<file path="src/rtl/nec_ir_transmitter_pkg.sv">
// Shared types and constants for the NEC IR transmitter.
package nec_ir_pkg;

   typedef enum logic [2:0] {
      StIdle        = 3'd0,
      StLeaderMark  = 3'd1,
      StLeaderSpace = 3'd2,
      StBitMark     = 3'd3,
      StBitSpace    = 3'd4,
      StStopMark    = 3'd5,
      StGap         = 3'd6
   } nec_tx_state_t;

   localparam int unsigned LEADER_MARK_UNITS  = 16;
   localparam int unsigned LEADER_SPACE_UNITS = 8;
   localparam int unsigned BIT_MARK_UNITS     = 1;
   localparam int unsigned ZERO_SPACE_UNITS   = 1;
   localparam int unsigned ONE_SPACE_UNITS    = 3;
   localparam int unsigned STOP_MARK_UNITS    = 1;
   localparam int unsigned GAP_UNITS          = 40;
   localparam int unsigned FRAME_BITS         = 32;

   // Wide enough for the longest state (GAP_UNITS)
   localparam int unsigned UNIT_W = 6;

   // Cycles per 562.5 us unit, truncated
   function automatic int unsigned nec_unit_cycles(input longint unsigned clock_hz);
      longint unsigned w_cycles;
      w_cycles = clock_hz * 64'd5625 / 64'd10_000_000;
      return 32'(w_cycles);
   endfunction

endpackage

</file>
<file path="src/rtl/nec_ir_transmitter_if.sv">
// Request/status bundle between a frame source and the NEC IR transmitter.
interface nec_ir_transmitter_if;
   logic        txStartIN;
   logic [31:0] dataIN;
   logic        busyOUT;
   logic        txDoneOUT;
   logic        txOUT;

   modport master (output txStartIN, dataIN, input busyOUT, txDoneOUT, txOUT);
   modport slave  (input txStartIN, dataIN, output busyOUT, txDoneOUT, txOUT);
endinterface

</file>
<file path="src/rtl/nec_ir_transmitter_timer.sv">
// Unit timer: counts i_units whole units of UNIT_CYCLES cycles and flags the last cycle.
module nec_unit_timer
   import nec_ir_pkg::*;
#(
   parameter int unsigned UNIT_CYCLES = 900
) (
   input  logic              clkIN,
   input  logic              resetIN,
   input  logic              i_restart,
   input  logic [UNIT_W-1:0] i_units,
   output logic              o_expire
);

   localparam int unsigned CW = $clog2(UNIT_CYCLES * 16 + 1);
   localparam logic [CW-1:0] CycLast = CW'(UNIT_CYCLES - 1);

   logic [CW-1:0]     r_cyc;
   logic [UNIT_W-1:0] r_unit;
   logic              w_unit_end;

   assign w_unit_end = (r_cyc == CycLast);
   // Restart is deliberately not folded in here: the caller derives restart from expire
   assign o_expire   = w_unit_end && ((r_unit + UNIT_W'(1)) == i_units);

   // Cycle-within-unit and unit counters, cleared whenever the caller changes state
   always_ff @(posedge clkIN or posedge resetIN) begin
      if (resetIN) begin
         r_cyc  <= '0;
         r_unit <= '0;
      end else if (i_restart) begin
         r_cyc  <= '0;
         r_unit <= '0;
      end else if (w_unit_end) begin
         r_cyc  <= '0;
         r_unit <= r_unit + UNIT_W'(1);
      end else begin
         r_cyc  <= r_cyc + CW'(1);
      end
   end

endmodule

</file>
<file path="src/rtl/nec_ir_transmitter.sv">
// NEC IR frame transmitter: leader, 32 pulse-distance bits MSB first, stop mark, gap.
// Optional carrier modulation of marks when NEC_IR_CARRIER_EN is defined.
module nec_ir_transmitter
   import nec_ir_pkg::*;
#(
   parameter int unsigned CLOCK_HZ   = 50_000_000,
   parameter int unsigned CARRIER_HZ = 38_000
) (
   input  logic           clkIN,
   input  logic           resetIN,
   nec_ir_transmitter_if.slave bus
);

   localparam int unsigned UNIT_CYCLES = nec_unit_cycles(64'(CLOCK_HZ));

   if (UNIT_CYCLES == 0 || CARRIER_HZ == 0) begin : g_param_check
      $error("nec_ir_transmitter: CLOCK_HZ too low or CARRIER_HZ zero");
   end

   nec_tx_state_t     r_state, w_state_next;
   logic [31:0]       r_shift;
   logic [5:0]        r_bit;
   logic              r_tx, r_busy, r_done;
   logic [UNIT_W-1:0] w_units;
   logic              w_expire, w_restart, w_mark, w_car_on;

   // Timer restarts on every state change and is held clear while idle
   assign w_restart = (r_state == StIdle) || w_expire;
   assign w_mark    = (r_state == StLeaderMark) || (r_state == StBitMark) ||
                      (r_state == StStopMark);

   nec_unit_timer #(
      .UNIT_CYCLES (UNIT_CYCLES)
   ) u_timer (
      .clkIN     (clkIN),
      .resetIN   (resetIN),
      .i_restart (w_restart),
      .i_units   (w_units),
      .o_expire  (w_expire)
   );

   // Next-state and per-state duration
   always_comb begin
      w_state_next = r_state;
      w_units      = '0;
      unique case (r_state)
         StIdle: begin
            if (bus.txStartIN) w_state_next = StLeaderMark;
         end
         StLeaderMark: begin
            w_units = UNIT_W'(LEADER_MARK_UNITS);
            if (w_expire) w_state_next = StLeaderSpace;
         end
         StLeaderSpace: begin
            w_units = UNIT_W'(LEADER_SPACE_UNITS);
            if (w_expire) w_state_next = StBitMark;
         end
         StBitMark: begin
            w_units = UNIT_W'(BIT_MARK_UNITS);
            if (w_expire) w_state_next = StBitSpace;
         end
         StBitSpace: begin
            w_units = r_shift[31] ? UNIT_W'(ONE_SPACE_UNITS) : UNIT_W'(ZERO_SPACE_UNITS);
            if (w_expire) begin
               w_state_next = (r_bit == 6'(FRAME_BITS - 1)) ? StStopMark : StBitMark;
            end
         end
         StStopMark: begin
            w_units = UNIT_W'(STOP_MARK_UNITS);
            if (w_expire) w_state_next = StGap;
         end
         StGap: begin
            w_units = UNIT_W'(GAP_UNITS);
            if (w_expire) w_state_next = StIdle;
         end
         default: w_state_next = StIdle;
      endcase
   end

   // State register
   always_ff @(posedge clkIN or posedge resetIN) begin
      if (resetIN) r_state <= StIdle;
      else         r_state <= w_state_next;
   end

   // Payload latch on accept; shift and count at the end of every bit space
   always_ff @(posedge clkIN or posedge resetIN) begin
      if (resetIN) begin
         r_shift <= '0;
         r_bit   <= '0;
      end else if ((r_state == StIdle) && bus.txStartIN) begin
         r_shift <= bus.dataIN;
         r_bit   <= '0;
      end else if ((r_state == StBitSpace) && w_expire) begin
         r_shift <= {r_shift[30:0], 1'b0};
         r_bit   <= r_bit + 6'd1;
      end
   end

`ifdef NEC_IR_CARRIER_EN
   localparam int unsigned CARRIER_CYCLES = CLOCK_HZ / CARRIER_HZ;
   localparam int unsigned CarW = $clog2(CARRIER_CYCLES + 1);

   logic [CarW-1:0] r_car;

   // Carrier phase counter; restarting with the timer puts a high phase at each mark start
   always_ff @(posedge clkIN or posedge resetIN) begin
      if (resetIN)                                   r_car <= '0;
      else if (w_restart)                            r_car <= '0;
      else if (r_car == CarW'(CARRIER_CYCLES - 1))   r_car <= '0;
      else                                           r_car <= r_car + CarW'(1);
   end

   assign w_car_on = (r_car < CarW'(CARRIER_CYCLES / 3));
`else
   assign w_car_on = 1'b1;
`endif

   // Registered outputs; done fires on the cycle busy falls
   always_ff @(posedge clkIN or posedge resetIN) begin
      if (resetIN) begin
         r_tx   <= 1'b0;
         r_busy <= 1'b0;
         r_done <= 1'b0;
      end else begin
         r_tx   <= w_mark && w_car_on;
         r_busy <= (r_state != StIdle);
         r_done <= r_busy && (r_state == StIdle);
      end
   end

   assign bus.txOUT     = r_tx;
   assign bus.busyOUT   = r_busy;
   assign bus.txDoneOUT = r_done;

endmodule

</file>
<file path="src/flat_wrapper.sv">
// flat-port wrapper written by rule: the top's interface ports become plain ports
module nec_ir_transmitter_flat import nec_ir_pkg::*;
#(
   parameter int unsigned CLOCK_HZ   = 50_000_000,
   parameter int unsigned CARRIER_HZ = 38_000
)
  (clkIN, resetIN, bus_txStartIN, bus_dataIN, bus_busyOUT, bus_txDoneOUT, bus_txOUT);
  nec_ir_transmitter_if bus_i ();
  input  logic clkIN;
  input  logic resetIN;
  input wire logic [$bits(bus_i.txStartIN)-1:0] bus_txStartIN;
  input wire logic [$bits(bus_i.dataIN)-1:0] bus_dataIN;
  output wire logic [$bits(bus_i.busyOUT)-1:0] bus_busyOUT;
  output wire logic [$bits(bus_i.txDoneOUT)-1:0] bus_txDoneOUT;
  output wire logic [$bits(bus_i.txOUT)-1:0] bus_txOUT;
  assign bus_i.txStartIN = bus_txStartIN;
  assign bus_i.dataIN = bus_dataIN;
  assign bus_busyOUT = bus_i.busyOUT;
  assign bus_txDoneOUT = bus_i.txDoneOUT;
  assign bus_txOUT = bus_i.txOUT;
  nec_ir_transmitter #(.CLOCK_HZ(CLOCK_HZ), .CARRIER_HZ(CARRIER_HZ)) u_core (.clkIN(clkIN), .resetIN(resetIN), .bus(bus_i));
endmodule
</file>
<file path="config.mk">
export PLATFORM = sky130hd
export DESIGN_NAME = nec_ir_transmitter_flat
export DESIGN_NICKNAME = d
export VERILOG_FILES = /design/src/rtl/nec_ir_transmitter_pkg.sv /design/src/rtl/nec_ir_transmitter_if.sv /design/src/rtl/nec_ir_transmitter_timer.sv /design/src/rtl/nec_ir_transmitter.sv /design/src/flat_wrapper.sv
export SDC_FILE = /design/constraint.sdc
export NUM_CORES = 1
export LEC_CHECK = 0
export CORE_MARGIN = 2
export CORE_UTILIZATION = 45
export CTS_CLUSTER_DIAMETER = 120
export DETAILED_ROUTE_END_ITERATION = 8
export PLACE_DENSITY = 0.64
export SYNTH_ARGS = -nofsm -noshare
export SYNTH_HDL_FRONTEND = slang
export SYNTH_HIERARCHICAL = 1
export SYNTH_SLANG_ARGS = --single-unit
</file>
<file path="constraint.sdc">
create_clock -name clkIN -period 4.04 [get_ports clkIN]
set_input_delay 0.808 -clock clkIN [delete_from_list [all_inputs] [get_ports clkIN]]
set_output_delay 0.808 -clock clkIN [all_outputs]
set_load 0.05 [all_outputs]
</file>
; Word level (Yosys, flattened, before mapping)
; Cells that the tools add are included.
[op_classes]
n_mux = 19
eq_ne = 16
n_reduce_logical = 13
addsub = 3
[ops]
columns = cell, count
row1 = 32-bit 2-to-1 mux, 2
row2 = 19-bit 2-to-1 mux, 2
row3 = 6-bit case mux with 5 select lines, 1
row4 = 3-bit 2-to-1 mux, 8
row5 = 6-bit 2-to-1 mux, 4
row6 = 3-bit case mux with 7 select lines, 1
row7 = "19-bit by 1-bit adder with 19-bit output, second input constant", 1
row8 = "19-bit by 15-bit == test with 1-bit output, second input constant", 1
row9 = "6-bit by 1-bit adder with 6-bit output, second input constant", 2
row10 = "2-bit by 1-bit inequality test with 1-bit output, second input constant", 6
row11 = "3-bit == test, second input constant", 3
row12 = 7-bit AND reduction, 1
row13 = "3-bit by 2-bit == test with 1-bit output, second input constant", 2
row14 = "6-bit by 5-bit == test with 1-bit output, second input constant", 1
row15 = 6-bit == test, 1
row16 = 1-bit logical AND, 4
row17 = 2-bit nonzero test, 2
row18 = "3-bit by 1-bit == test with 1-bit output, second input constant", 1
row19 = 3-bit logical NOT, 1
row20 = 1-bit logical OR, 3
row21 = 3-bit nonzero test, 1
row22 = 2-bit 2-to-1 mux, 1
row23 = "2-bit inequality test, second input constant", 1
row24 = 2-bit OR reduction, 1
[word_totals]
regBits = 69
out_inout_bits = 3
wordCells = 59
input_bits = 35

; Logic depth before layout (Yosys ltp)
[logic_depth]
word_depth = 8
mapped_depth = 15

; Hierarchy
; Netlist, hierarchy kept.
[by_module_without_submodules]
columns = mod, cells_each, area_per_inst_um2, n_inst
row1 = nec_ir_transmitter, 226, 2095.8, 1
row2 = nec_unit_timer, 153, 1433.9, 1

; Worst setup path after synthesis
; Ideal clock, no wire load.
[synth_path]
path_kind = flip-flop to flip-flop
start = reg u_core.u_timer.r_cyc[0]
end = reg u_core.u_timer.r_cyc[10]
path_slack_ns = 0.877
arrival_time_ns = 3.031
path_buffers = 5
stages_incl_launch_ff = 14
t_required_ns = 3.908
setup_ns = 0.132
path_cell_list = dfrtp_1 > inv_1 > ha_1 > or4b_4 > or3_4 > buf_6 > nor4_1 > buf_2 > nand2b_1 > clkbuf_1 > a21o_1 > clkbuf_1 > clkbuf_1 > nor2_1
[synth_between]
elab_chain_len = 4
[synth_lines]
columns = item, line
row1 = start: declaration, nec_ir_transmitter_timer.sv:17  ; logic [CW-1:0] r_cyc;
row2 = start signal: assignment, nec_ir_transmitter_timer.sv:37  ; r_cyc <= r_cyc + CW'(1);
row3 = 19-bit by 15-bit == test with 1-bit output, nec_ir_transmitter_timer.sv:21  ; assign w_unit_end = (r_cyc == CycLast);
row4 = 1-bit logical AND, nec_ir_transmitter_timer.sv:23  ; assign o_expire = w_unit_end && ((r_unit + UNIT_W'(1)) == i_units);
row5 = net u_core.w_expire, nec_ir_transmitter.sv:25  ; logic w_expire, w_restart, w_mark, w_car_on;
row6 = 1-bit logical OR, nec_ir_transmitter.sv:28  ; assign w_restart = (r_state == StIdle) || w_expire;
row7 = net u_core.w_restart, nec_ir_transmitter.sv:25
row8 = 19-bit 2-to-1 mux, nec_ir_transmitter_timer.sv:30  ; end else if (i_restart) begin
; The timed path passes the listed nets, and every way through them passes these cells.
; A chain may end at the register's enable or synchronous reset.

; Final worst setup path
[layout_path]
start = reg u_core.u_timer.r_cyc[0]
end = reg u_core.r_bit[5]
[layout_between]
elab_chain_len = 4
[layout_lines]
columns = item, line
row1 = 19-bit by 15-bit == test with 1-bit output, nec_ir_transmitter_timer.sv:21
row2 = 1-bit logical AND, nec_ir_transmitter_timer.sv:23
row3 = net u_core.w_expire, nec_ir_transmitter.sv:25
row4 = 1-bit logical AND, nec_ir_transmitter.sv:94  ; end else if ((r_state == StBitSpace) && w_expire) begin
row5 = 2-bit nonzero test (no source line), -
row6 = end signal: assignment, nec_ir_transmitter.sv:96  ; r_bit <= r_bit + 6'd1;
row7 = end: declaration, nec_ir_transmitter.sv:22  ; logic [5:0] r_bit;
; The timed path passes the listed nets, and every way through them passes these cells.

==> flow_summary.toml <==
[logic_synthesis]
yosys-mux-area-fraction = 0.00284
synth_fp_nets = 418
syn_area_per_cell_um2 = 9.31
asyncSetResetFlopFracSynth = 1.00
ys_warn_count = 6
syn_inst = 379
synth_simple_gate_area_frac = 0.254
synthesized_area_fraction_occupied_by_xor_and_xnor_cells = 0.0620
synth_adder_area_share = 0.0170
synth_top_family_by_area = "simple AND/OR/NAND/NOR gates"
ys.flop_type = "sky130_fd_sc_hd__dfrtp_1"
syn-cell-area_mm2 = 0.00353
post_synth_num_cell_types = 47
synth-edff-count = 0
yosys_register_bits = 69
synth_compound_area_frac = 0.124
synth_sequential_area_ratio = 0.489

[place]
hpwl_mm = 4.75
io_buffers = 37
dpl_cell_area_mm2 = 0.00395
post-place-cells = 496
dp_slack_ps = 848
rd_place_congestion = 0.784

[floorplanning]
num_io_pins = 38
fp.dieH_um = 92.6
initial_core_util = 0.462
floorplan.rows = 32
core_mm2 = 0.00765
die_width_um = 92.6
die_area_mm2 = 0.00857

[clock_tree]
clock_tree.root_cell = "sky130_fd_sc_hd__clkbuf_8"
cts_tree = "yes"
cts.repair.resized = 0
postCtsSetupBuffers = 0
htree_levels = 3
postCtsHoldBufs = 0
clock_sink_count = 69
clockBufferDepth = 2
number_of_buffers_added_by_the_clock_tree_synthesis_step = 9
worst_setup_hold_path_clk_slew_ps = 70
clk-insertion-delay-late_ps = 340

[sta]
timing.final.max_slew_violations = 0
relSlewSlack = 0.358
rsz0062_at_grt = "false"
finalWorstPathRequiredPeriod_ps = 3230
totalNegativeSetupSlack_ps = 0
hold_ws_ps = 481
worst_pin_slew_ps = 962
setup_skew_after_layout_ps = 12.1
period_share = 0.798
setup_viol = 0
max_freq_ghz = 0.310
final_hold_viol_count = 0
postLayoutSetupSlackWorst_ps = 815

[cells_and_area]
n_antenna_cell = 0
drive_gt1_frac = 0.0610
mostFrequentLayoutCells = "sky130_fd_sc_hd__dfrtp_1 (69), sky130_fd_sc_hd__nand2_1 (50), sky130_fd_sc_hd__clkdlybuf4s50_1 (37)"
layout.nets = 444
sequential_cell_area_mm2 = 0.00173
area_growth_syn_to_layout_pct = 17.4
fin_util = 0.542
layout_commonest_cell = "sky130_fd_sc_hd__dfrtp_1"
multi_input_comb_area_mm2 = 0.00164
fillCellCount = 702
stdcell_count = 512
final_area_mm2 = 0.00415

[critical_path]
critical_path.startpoint_type = "register"
cp.required_ps = 4300
timing.critical_path.slowest_stage_cell = "sky130_fd_sc_hd__or4_1"
setup_crit_end_kind = "register"
critical_path_peak_fanout = 42
critical-path-max-stage-delay_ps = 530
path_common_cell = "sky130_fd_sc_hd__buf_4"
critPathKind = "register to register"
crit_buf_inv = 3
path_delay_family = "simple AND/OR/NAND/NOR gates"
crit_chain = "inv_1 > ha_1 > or4b_4 > or3_4 > nor4_1 > buf_4 > nand4bb_1 > buf_4 > or4_1 > a21oi_1"
critPathArrivalTime_ps = 3490

[global_route]
wire_length_of_the_first_global_routing_pass_mm = 12.4
globalRouteTotalUtil = 0.181
initial_antenna_violation_count = 0
grt_overflow = 0
grt_max_degree = 43
grt_pass1_vias = 2656

[worst_hold_path]
timing.hold.worst.class = "register to register"

[routing]
detailedRoute.firstIterationViolations = 166
drt_drc_violations_left = 0
vias = 2848
wirelength_mm = 7.36
drt-wirelength-per-cell_um = 14.4
viasPerCell = 5.56
postRouteAntennaNets = 0
drt_pass1_iterations = 4

[run_status]
status = "finished clean"

[power]
total_power_mw = 1.95
irDropWorstVdd_uv = 176
power.static_leakage_nw = 1.81
powerDensity_mw_per_mm2 = 469

[job]
max_cap_viol_count = 0
[state kept, by name, summed over array words and instances, names as in the netlist]
| name | flops |
|---|---|
| u_core/r_state | 3 |
| u_core/bus.busyOUT | 1 |
| u_core/r_shift | 32 |
| u_core/u_timer/r_unit | 6 |
| u_core/r_bit | 6 |
| u_core/bus.txDoneOUT | 1 |
| u_core/u_timer/r_cyc | 19 |
| u_core/bus.txOUT | 1 |
[cell type report]
cell class | instances | share of cell area
tap | 102 | 0.0308
timing repair buffer | 43 | 0.100
inverter | 11 | 0.00996
sequential | 69 | 0.417
clock inverter | 4 | 0.0115
clock buffer | 12 | 0.0350
multi-input combinational | 271 | 0.396
[kinds of logic after synthesis]
| group | after synthesis |
|---|---|
| AOI/OAI and AO/OA | 66 |
| other | 1 |
| DFF | 69 |
| muxes | 1 |
| buffers and inverters | 39 |
| and+or+nand+nor | 173 |
| adders and majority gates | 5 |
| xor gates and xnor gates | 25 |
[synth_stat cells (all sizes together) (4+ instances only)]
cell | number | share of area
dfrtp | 69 | 0.49
nand2 | 50 | 0.053
nand3 | 35 | 0.050
nor2 | 34 | 0.036
a22oi | 22 | 0.047
xnor2 | 16 | 0.040
buf | 14 | 0.023
clkbuf | 14 | 0.015
a21oi | 13 | 0.018
inv | 11 | 0.012
nand4 | 11 | 0.019
a31oi | 10 | 0.018
xor2 | 9 | 0.022
o21ai | 7 | 0.0099
nor4 | 6 | 0.011
o31ai | 6 | 0.013
or3 | 6 | 0.012
nor3 | 5 | 0.0071
or4 | 5 | 0.011
and4 | 4 | 0.010
ha | 4 | 0.014
[power breakdown]
group	internal (mW)	switching (mW)	leakage [nW]
logic	0.188	0.184	0.830
registers	0.872	0.151	0.879
clock network	0.300	0.251	0.0964
[worst register-to-register path: stages (launching register included)]
cell,delay [ps]
sky130_fd_sc_hd__dfrtp_1,460
sky130_fd_sc_hd__inv_1,90
sky130_fd_sc_hd__ha_1,130
sky130_fd_sc_hd__or4b_4,450
sky130_fd_sc_hd__or3_4,460
sky130_fd_sc_hd__nor4_1,270
sky130_fd_sc_hd__buf_4,200
sky130_fd_sc_hd__nand4bb_1,100
sky130_fd_sc_hd__buf_4,280
sky130_fd_sc_hd__or4_1,550
sky130_fd_sc_hd__a21oi_1,150
[worst paths after layout]
check                                              from                        to  slack (ps)  depth (start not counted)
worst max register to register  u_core/u_timer/r_cyc[0]           u_core/r_bit[5]         810                         10
worst min-delay path                 u_core/bus.busyOUT      u_core/bus.txDoneOUT         480                          2
min in group asynchronous                       resetIN        u_core/r_shift[28]         880                          2
max in group asynchronous                       resetIN  u_core/u_timer/r_cyc[17]        2420                          2
worst min register to register       u_core/bus.busyOUT      u_core/bus.txDoneOUT         480                          2
worst max-delay path            u_core/u_timer/r_cyc[0]           u_core/r_bit[5]         810                         10
[routing by layer]
metal	global-route usage	wire length [um]
met1	0.254	3560
met2	0.274	3410
met3	0.0325	266
met4	0.0796	122
met5	0	0
(Power assumes the default switching activity.)
